## src/rtl/tick_gen_pkg.sv

```systemverilog
// ============================================================================
// tick_gen_pkg : shared constants for the programmable tick generator
// Rev 1.0 : initial release
// ============================================================================
`default_nettype none

package tick_gen_pkg;

    localparam int SEL_W = 2;

    localparam logic [0:0] ST_STOP = 1'b0;
    localparam logic [0:0] ST_RUN  = 1'b1;

    localparam longint unsigned DEF_LIMIT_0 = 64'd8388608;   // 2**23
    localparam longint unsigned DEF_LIMIT_1 = 64'd16777216;  // 2**24
    localparam longint unsigned DEF_LIMIT_2 = 64'd33554432;  // 2**25
    localparam longint unsigned DEF_LIMIT_3 = 64'd67108864;  // 2**26

endpackage

`default_nettype wire

```

## src/rtl/sync_2ff.sv

```systemverilog
// ============================================================================
// sync_2ff : two-flop synchroniser, parameterised width, async active-low reset
// Rev 1.0 : initial release
// ============================================================================
`default_nettype none

module sync_2ff #(
    parameter int WIDTH = 1
) (
    input  logic             clock,
    input  logic             i_reset,
    input  logic [WIDTH-1:0] i_d,
    output logic [WIDTH-1:0] o_q
);

    logic [WIDTH-1:0] meta_d, meta_q;
    logic [WIDTH-1:0] sync_d, sync_q;

    always_comb begin
        meta_d = i_d;
        sync_d = meta_q;
    end

    always_ff @(posedge clock or negedge i_reset) begin
        if (!i_reset) begin
            meta_q <= '0;
            sync_q <= '0;
        end else begin
            meta_q <= meta_d;
            sync_q <= sync_d;
        end
    end

    assign o_q = sync_q;

endmodule

`default_nettype wire

```

## src/rtl/tick_gen.sv

```systemverilog
// ============================================================================
// tick_gen : selectable-period single-cycle tick strobe with optional manual
//            single-step while stopped (enabled by macro TICK_GEN_STEP_EN)
// Rev 1.0 : initial release
// ============================================================================
`default_nettype none

module tick_gen
    import tick_gen_pkg::*;
#(
    parameter int                NB_COUNT = 32,
    parameter logic [NB_COUNT:0] LIMIT_0  = (NB_COUNT+1)'(DEF_LIMIT_0),
    parameter logic [NB_COUNT:0] LIMIT_1  = (NB_COUNT+1)'(DEF_LIMIT_1),
    parameter logic [NB_COUNT:0] LIMIT_2  = (NB_COUNT+1)'(DEF_LIMIT_2),
    parameter logic [NB_COUNT:0] LIMIT_3  = (NB_COUNT+1)'(DEF_LIMIT_3)
) (
    input  logic             clock,
    input  logic             i_reset,
    input  logic             i_enable,
    input  logic [SEL_W-1:0] i_sel,
    input  logic             i_step,
    output logic             o_valid,
    output logic             o_running
);

    logic             en_s;
    logic [SEL_W-1:0] sel_s;
    logic [SEL_W-1:0] sel_d, sel_q;
    logic [0:0]       state_d, state_q;
    logic [NB_COUNT-1:0] count_d, count_q;
    logic             valid_d, valid_q;
    logic             running_d, running_q;
    logic [NB_COUNT:0] limit;
    logic [NB_COUNT:0] limit_m1;
    logic             step_fire;

    sync_2ff #(.WIDTH(1)) u_sync_en (
        .clock   (clock),
        .i_reset (i_reset),
        .i_d     (i_enable),
        .o_q     (en_s)
    );

    sync_2ff #(.WIDTH(SEL_W)) u_sync_sel (
        .clock   (clock),
        .i_reset (i_reset),
        .i_d     (i_sel),
        .o_q     (sel_s)
    );

`ifdef TICK_GEN_STEP_EN
    logic step_s;
    logic step_d, step_q;
    logic step_edge_d, step_edge_q;

    sync_2ff #(.WIDTH(1)) u_sync_step (
        .clock   (clock),
        .i_reset (i_reset),
        .i_d     (i_step),
        .o_q     (step_s)
    );

    always_comb begin
        step_d      = step_s;
        step_edge_d = step_s & ~step_q;
    end

    always_ff @(posedge clock or negedge i_reset) begin
        if (!i_reset) begin
            step_q      <= 1'b0;
            step_edge_q <= 1'b0;
        end else begin
            step_q      <= step_d;
            step_edge_q <= step_edge_d;
        end
    end

    assign step_fire = step_edge_q;
`else
    logic unused_step;
    assign unused_step = i_step;
    assign step_fire   = 1'b0;
`endif

    always_comb begin
        case (sel_s)
            2'd0:    limit = LIMIT_0;
            2'd1:    limit = LIMIT_1;
            2'd2:    limit = LIMIT_2;
            default: limit = LIMIT_3;
        endcase
    end

    assign limit_m1 = limit - 1'b1;

    // Priority: state transition, then select change, then terminal count.
    always_comb begin
        state_d = state_q;
        count_d = count_q;
        valid_d = 1'b0;
        sel_d   = sel_s;
        case (state_q)
            ST_STOP: begin
                count_d = '0;
                if (en_s) begin
                    state_d = ST_RUN;
                end else begin
                    valid_d = step_fire;
                end
            end
            default: begin
                if (!en_s) begin
                    state_d = ST_STOP;
                    count_d = '0;
                end else if (sel_s != sel_q) begin
                    count_d = '0;
                end else if ({1'b0, count_q} >= limit_m1) begin
                    // >= keeps the counter bounded if the limit shrinks mid-count
                    count_d = '0;
                    valid_d = 1'b1;
                end else begin
                    count_d = count_q + NB_COUNT'(1);
                end
            end
        endcase
        running_d = (state_d == ST_RUN);
    end

    always_ff @(posedge clock or negedge i_reset) begin
        if (!i_reset) begin
            state_q   <= ST_STOP;
            count_q   <= '0;
            sel_q     <= '0;
            valid_q   <= 1'b0;
            running_q <= 1'b0;
        end else begin
            state_q   <= state_d;
            count_q   <= count_d;
            sel_q     <= sel_d;
            valid_q   <= valid_d;
            running_q <= running_d;
        end
    end

    assign o_valid   = valid_q;
    assign o_running = running_q;

endmodule

`default_nettype wire

```

## config.mk

```make
export PLATFORM = sky130hd
export DESIGN_NAME = tick_gen
export DESIGN_NICKNAME = d
export VERILOG_FILES = /design/src/rtl/tick_gen_pkg.sv /design/src/rtl/sync_2ff.sv /design/src/rtl/tick_gen.sv
export SDC_FILE = /design/constraint.sdc
export NUM_CORES = 1
export LEC_CHECK = 0
export CAP_MARGIN = 20
export CORE_UTILIZATION = 54
export CTS_BUF_LIST = sky130_fd_sc_hd__clkbuf_16
export DETAILED_ROUTE_END_ITERATION = 6
export PLACE_DENSITY_LB_ADDON = 0.25
export SLEW_MARGIN = 5
export SYNTH_ARGS = -nofsm -noshare
export SYNTH_HDL_FRONTEND = slang
export SYNTH_SLANG_ARGS = --single-unit
```

## constraint.sdc

```tcl
create_clock -name clock -period 2.1 [get_ports clock]
set_input_delay 0.21 -clock clock [delete_from_list [all_inputs] [get_ports clock]]
set_output_delay 0.21 -clock clock [all_outputs]
set_load 0.02 [all_outputs]
```

### After elaboration in Yosys (flattened, before gate mapping)

Index checks and enable logic that the tools add are counted.

* logic and storage cells: 25
* input port bits: 6
* flip-flop bits (word level): 42

* muxes and demuxes: 10
* $add $sub $neg: 2
* equality and inequality tests: 3
* magnitude comparators: 1
* reduce and logical (&&, ||, !) cells: 1

Operator list (count)
* $mux 32: 4
* $pmux 27 s3: 1
* $ge 32x33->1: 1
* $sub 33x1->33 const B: 1
* $add 32x1->32 const B: 1
* $mux 1: 5
* $eq 2x1->1 const B: 1
* $eq 2x2->1 const B: 1
* $logic_not 2->1: 1
* $ne 2x2->1: 1

### Depth between registers and ports, before layout

Gate-level depths: netlist of run 1.

* depth after elaboration: 8
* depth in mapped cells: 8

### Cells and area by module

Synthesis of run 1 repeated with hierarchy kept, for this count alone.

* cell total of the unflattened synthesis: 190
* area, all modules: 2006.9 µm²

By module, submodules not included
* tick_gen: area each 1856.8 µm², cells an instance 184, times used 1
* sync_2ff (u_sync_sel): area each 100.1 µm², cells an instance 4, times used 1
* sync_2ff (u_sync_en): area each 50.0 µm², cells an instance 2, times used 1

### Worst setup path after synthesis of run 1

OpenSTA, ideal clock, no wires.

* path kind: register to register
* from: register count_q[27]
* to: register count_q[20]
* cell stages (with the launch flop): 7
* arrival time: 1.955 ns
* library setup time: 0.069 ns
* clock period less this slack: 2.024 ns
* required time: 2.031 ns
* path slack: 0.076 ns
* cell sequence: dfrtp_1 > or4_4 > a211o_1 > a211oi_4 > nand3_4 > buf_6 > nor2_2

* longest elaborated chain between the ends: 5

RTL lines
* start: declaration: RTL line tick_gen.sv:30 `logic [NB_COUNT-1:0] count_d, count_q;`
* start signal: assignment: RTL line tick_gen.sv:138 `count_q <= count_d;`
* $ge 32x33->1: RTL line tick_gen.sv:117 `end else if ({1'b0, count_q} >= limit_m1) begin`
* $mux 32: RTL line tick_gen.sv:117
* $mux 32: RTL line tick_gen.sv:115 `end else if (sel_s != sel_q) begin`
* $mux 32: RTL line tick_gen.sv:112 `if (!en_s) begin`
* $mux 32: RTL line tick_gen.sv:102 `case (state_q)`
* named net count_d[20]: RTL line tick_gen.sv:30

The timed path passes the listed nets, and every way through them passes these cells.

### Worst setup path after layout of run 1

* from: register count_q[24]
* to: register count_q[9]

The elaborated chain is that of the path after synthesis.

==> impl_metrics.json, run 1 <==
{
  "grt-ovfl-total": 0,
  "hold_class": "input port to async pin",
  "async_flop_share_pct": 100,
  "numCtsBuffers": 5,
  "grt_pass1_vias": 1645,
  "stdcell_count": 290,
  "fmax_ghz": 0.468,
  "cts_root_buf": "clkbuf_16",
  "synth_edf_count": 0,
  "status": "complete, but fails checks",
  "cellLeakagePower_nw": 1.06,
  "min_period_ns": 2.14,
  "worst_slack_ns": -0.0390,
  "ir_drop_uv": 637,
  "post-route-drc-count": 0,
  "r2r_cells": 7,
  "end_kind": "register",
  "holdWs_ns": 0.0615,
  "start_util_pct": 56.8,
  "reg2reg_slack_ns": -0.04,
  "nFillCells": 282,
  "worstReg2RegStart": "count_q[24]",
  "vias": 1672,
  "die_h_um": 64.5,
  "slew_viol_final": 0,
  "synth-main-ff-cell": "dfrtp_1",
  "antenna_left": 0,
  "clkTransAtPathRegs_ns": 0.06,
  "hold_violations": 0,
  "syn_to_final_growth_pct": 24.9,
  "placed_cells": 277,
  "ys_types": 35,
  "grt_start_max_net_pins": 43,
  "n_antenna_cell": 0,
  "synthesis.area_um2": 2110,
  "violations": "setup timing",
  "required_ns": 2.27,
  "hpwl_mm": 3.00,
  "die_w_um": 64.5,
  "viasPerCell": 5.77,
  "slew_headroom_pct": 39.1,
  "clock-sinks": 42,
  "portBuffers": 6,
  "yosys_register_bits": 42,
  "min_period_over_period_pct": 102,
  "pre_cts_slack_ns": -0.0565,
  "antenna_found_initial": 0,
  "clock_path_buffers": 2,
  "cts_tree": "built",
  "yosys_warnings": 0,
  "wl_per_cell_um": 15.7,
  "crit_type": "register to register",
  "syn_avg_cell_area_um2": 10.2,
  "rsz0062_at_grt": "true",
  "dr.first_iter.drc_count": 71,
  "fin_skew_ns": 0.00658,
  "syn_inst": 206,
  "crit_fanout": 8,
  "nets": 253,
  "setup_viol_count_final": 22,
  "coreArea_um2": 3720,
  "die_area_um2": 4160,
  "drv_cap": 0,
  "htreeDepth": 2,
  "fin_util_pct": 70.9,
  "io_pins": 8,
  "worstMarginPinSlew_ns": 0.913,
  "p_total_w": 0.00165,
  "drt_pass1_iterations": 4,
  "p_per_area_nw_per_um2": 625,
  "rows": 22,
  "timing.rr.end": "count_q[9]",
  "layout-drive-gt1-share_pct": 25.6,
  "postCtsHoldBufs": 0,
  "wl_mm": 4.54,
  "synth-seq-area-share_pct": 49.8,
  "grt_util_all_layers_pct": 23.9,
  "startpoint_type": "register",
  "grt_first_pass_wirelength_mm": 7.57,
  "critPathArrivalTime_ns": 2.31,
  "gp_congestion": 0.802,
  "clk-insertion-delay-late_ns": 0.28
}
## cells in the mapped netlist (3+ instances only)
| cell | number | area, µm² |
|---|---|---|
| a21oi_1 | 5 | 25.0 |
| nor3_1 | 8 | 40.0 |
| xor2_1 | 16 | 140 |
| nand4_1 | 9 | 56.3 |
| inv_1 | 4 | 15.0 |
| nand2_1 | 19 | 71.3 |
| nor2_1 | 25 | 93.8 |
| nor4_1 | 8 | 50.1 |
| xnor2_1 | 13 | 114 |
| dfrtp_1 | 42 | 1050 |
| ha_1 | 6 | 75.1 |
| nand3_1 | 13 | 65.1 |
| o21ai_0 | 3 | 15.0 |
| nor2_2 | 10 | 62.6 |
## repair_timing
| action | 4_1_cts | 5_1_grt |
|---|---|---|
| endpoints found under the hold margin | 0 | 0 |
| pin swaps | 2 | 10 |
| gates resized for setup | 1 | 16 |
| cloned | 0 | 1 |
| buffers inserted | 1 | 3 |
| endpoints found under the setup margin | 29 | 32 |
## power breakdown
group	switching (W)	total [W]	internal (W)
combinational	0.0000454	0.0000772	0.0000318
clock	0.000307	0.000746	0.000439
sequential	0.00000529	0.000824	0.000819
total	0.000358	0.00165	0.00129
## cell usage in the layout, fill, tap and decap left out, types with 9 or more instances in the layout
| cell type | instances |
|---|---|
| xor2_1 | 16 |
| nand2_1 | 19 |
| xnor2_1 | 13 |
| nand4_1 | 9 |
| nor2_2 | 13 |
| dfrtp_1 | 42 |
| nor2_1 | 19 |
| nand3_1 | 13 |
| buf_4 | 20 |
## metrics by stage
| step | TNS, ns | area [µm²] |
|---|---|---|
| after floorplan | 0 | 2110 |
| after global placement | -0.423 | 2370 |
| after detailed placement | -0.841 | 2370 |
| after CTS | 0 | 2530 |
| after global routing | -2.53 | 2640 |
| final | -0.370 | 2640 |
## layer usage
layer | wire, µm | track usage, % | vias up
met4 | 51 | 7.50 | 0
met1 | 2060 | 30.8 | 844
met3 | 124 | 5.11 | 7
met2 | 2300 | 40.1 | 37
met5 | 0 | 0 | -
li1 | - | - | 784
## logic make-up after synthesis
kind of cell | synth area share, %
xor+xnor | 12.0
other cells | 0.178
buf+inv | 1.78
flops | 49.8
compound gates | 3.85
fa+ha+maj | 3.56
simple gates | 28.8
## worst max-delay path: stages (launching register included)
cell and delay [ns]:
dfrtp_1 0.46, ha_4 0.31, or4bb_1 0.49, nor3_2 0.26
a31oi_2 0.15, nand3_4 0.14, clkbuf_16 0.18, nor2_1 0.05
## area by class of cell
| class | instances | area (µm²) | share of cell area, % |
|---|---|---|---|
| Inverter | 4 | 15.0 | 0.570 |
| Clock buffer | 5 | 125 | 4.75 |
| Timing Repair Buffer | 29 | 270 | 10.3 |
| Clock inverter | 3 | 21.3 | 0.807 |
| Tap cell | 48 | 60.1 | 2.28 |
| Multi-Input combinational cell | 159 | 1090 | 41.5 |
| Sequential cell | 42 | 1050 | 39.9 |
## state kept, by name, indices dropped and copies added, names as in the netlist
signal / flops
count_q: 32
o_running: 1
o_valid: 1
sel_q: 2
u_sync_en.meta_q: 1
u_sync_en.o_q: 1
u_sync_sel.meta_q: 2
u_sync_sel.o_q: 2
## worst max path at each step
stage,end,start,depth (start not counted),slack [ns]
finish,count_q[9],count_q[24],7,-0.04
global route,count_q[7],u_sync_sel.o_q[1],8,-0.11
CTS,count_q[28],count_q[30],5,0.003
detailed placement,count_q[8],u_sync_sel.o_q[1],8,-0.06
global placement,count_q[8],u_sync_sel.o_q[1],8,-0.03
floorplan,count_q[20],count_q[27],6,0.08
No activity file was read; power rests on OpenSTA's default activity.
==> run 2, diff against run 1 <==
- CORE_ASPECT_RATIO: default -> 1.1
==> run 2 against run 1 <==
The run still ends with setup timing left. Global-route usage is 0.47 points lower. Critical path depth up 1. Clock power shrank 3%. Sequential share of layout area is essentially flat. Total power down 1.1%. Clock skew shrank 0.0019 ns. Largest cell class unchanged.
==> impl_metrics.json, run 2 (synthesis gave the netlist of run 1 again) <==
{
  "critPathArrivalTime_ns": 2.30,
  "nFillCells": 294,
  "startpoint_type": "register",
  "dr.first_iter.drc_count": 51,
  "setup_tns_ns": -0.178,
  "antenna_left": 0,
  "top_layer": "met4",
  "grt_first_pass_wirelength_mm": 6.89,
  "grt_start_max_net_pins": 43,
  "crit_type": "register to register",
  "grt_util_all_layers_pct": 23.4,
  "grt-ovfl-total": 0,
  "clkTransAtPathRegs_ns": 0.06,
  "cts_root_buf": "clkbuf_16",
  "grt_pass1_vias": 1600,
  "status": "complete, but fails checks",
  "start_util_pct": 57.3,
  "min_period_ns": 2.13,
  "largest_reg_flops": 32,
  "numCtsBuffers": 5,
  "io_pins": 8,
  "slew_viol_final": 0,
  "critical_path.cell_chain": "inv_2 > ha_4 > or4bb_1 > nor3_2 > a31oi_2 > nand3_4 > clkbuf_16 > nor2_1",
  "die_h_um": 67.6,
  "rows": 23,
  "nets": 251,
  "htreeDepth": 2,
  "wl_per_cell_um": 15.2,
  "antenna_found_initial": 0,
  "wl_mm": 4.40,
  "crit_family": "simple AND/OR/NAND/NOR gates",
  "viasPerCell": 5.48,
  "portBuffers": 6,
  "worst_slack_ns": -0.0252,
  "setup_viol_count_final": 17,
  "die_area_um2": 4160,
  "slew_headroom_pct": 39.3,
  "cpPeakStageDelay_ns": 0.49,
  "required_ns": 2.27,
  "worstMarginPinSlew_ns": 0.911,
  "fin_util_pct": 71.7,
  "clock_path_buffers": 2,
  "end_kind": "register",
  "path_buf_inv": 2,
  "wl_met2_mm": 2.27,
  "design_area_um2": 2640,
  "post-route-drc-count": 0,
  "vias": 1589,
  "hold_violations": 0,
  "syn_to_final_growth_pct": 25.1,
  "clk-insertion-delay-late_ns": 0.28,
  "cts_tree": "built",
  "regArea_um2": 1050,
  "min_period_over_period_pct": 101,
  "n_antenna_cell": 0,
  "rsz0062_at_grt": "true",
  "coreArea_um2": 3680,
  "mostFrequentLayoutCells": "dfrtp_1, nand2_1, nor2_2, xor2_1, buf_4",
  "clock-sinks": 42,
  "final_common_cell": "dfrtp_1",
  "multiInputGateArea_um2": 1110,
  "ir_drop_uv": 510,
  "wl_met3_um": 143,
  "hold_class": "input port to async pin",
  "m1WireLength_mm": 1.84,
  "drt_pass1_iterations": 4,
  "slowest_stage": "or4bb_1",
  "die_w_um": 61.6,
  "violations": "setup timing",
  "layout-drive-gt1-share_pct": 28.3,
  "fin_skew_ns": 0.00465,
  "cellLeakagePower_nw": 1.04,
  "hpwl_mm": 2.86,
  "gp_congestion": 0.817,
  "p_per_area_nw_per_um2": 617,
  "fmax_ghz": 0.471,
  "drv_cap": 0,
  "crit_fanout": 5,
  "postPlaceCellArea_um2": 2350,
  "holdWs_ns": 0.0611,
  "largest-register": "count_q"
}
run 2: cell count changes in the layout (fill, tap and decap cells not counted), moves of 3 or more:
| cell | previous run | this run |
|---|---|---|
| buf_4 | 20 | 16 |
| nor2_2 | 13 | 19 |
| buf_6 | 0 | 3 |
| nor2_1 | 19 | 14 |
run 2: worst paths after layout:
check                      slack [ns]                 start                end  cells after the start
setup / recovery                -0.03     u_sync_sel.o_q[1]        count_q[11]                      8
hold / removal                   0.06               i_reset      u_sync_en.o_q                      1
setup reg to reg                -0.03     u_sync_sel.o_q[1]        count_q[11]                      8
hold reg to reg                  0.36  u_sync_sel.meta_q[0]  u_sync_sel.o_q[0]                      0
max in group asynchronous        1.42               i_reset        count_q[24]                      1
min in group clock               0.36  u_sync_sel.meta_q[0]  u_sync_sel.o_q[0]                      0
run 2: per-layer routing:
metal | GRT usage (%) | vias up
met5 | 0 | -
met4 | 13.6 | 0
met3 | 5.75 | 9
met2 | 38.7 | 29
met1 | 27.2 | 767
li1 | - | 784
run 2: final cells by class:
| class | count | area share, % |
|---|---|---|
| Sequential cell | 42 | 39.9 |
| Inverter | 4 | 0.569 |
| Multi-Input combinational cell | 159 | 42.2 |
| Tap cell | 50 | 2.37 |
| Clock inverter | 3 | 0.616 |
| Clock buffer | 5 | 4.74 |
| Timing Repair Buffer | 27 | 9.62 |
run 2: what timing repair did:
item                       CTS  global route
buffers inserted             0             2
setup endpoints to repair   17            32
cloned                       0             2
gates resized for setup      1            25
pin swaps                    1            13
hold buffers                 0             0
run 2: stage by stage:
stage               power, W  worst slack [ns]  cells
floorplan           0.000867            0.0756    207
global placement    0.000900            0.0396    278
detailed placement  0.000903          -0.00902    278
CTS                  0.00163           0.00762    286
global route         0.00170            -0.117    290
finish               0.00163           -0.0252    290
run 2: where the power goes:
part | switching [W] | internal [W]
combinational | 0.0000467 | 0.0000314
clock | 0.000294 | 0.000433
sequential | 0.00000559 | 0.000819
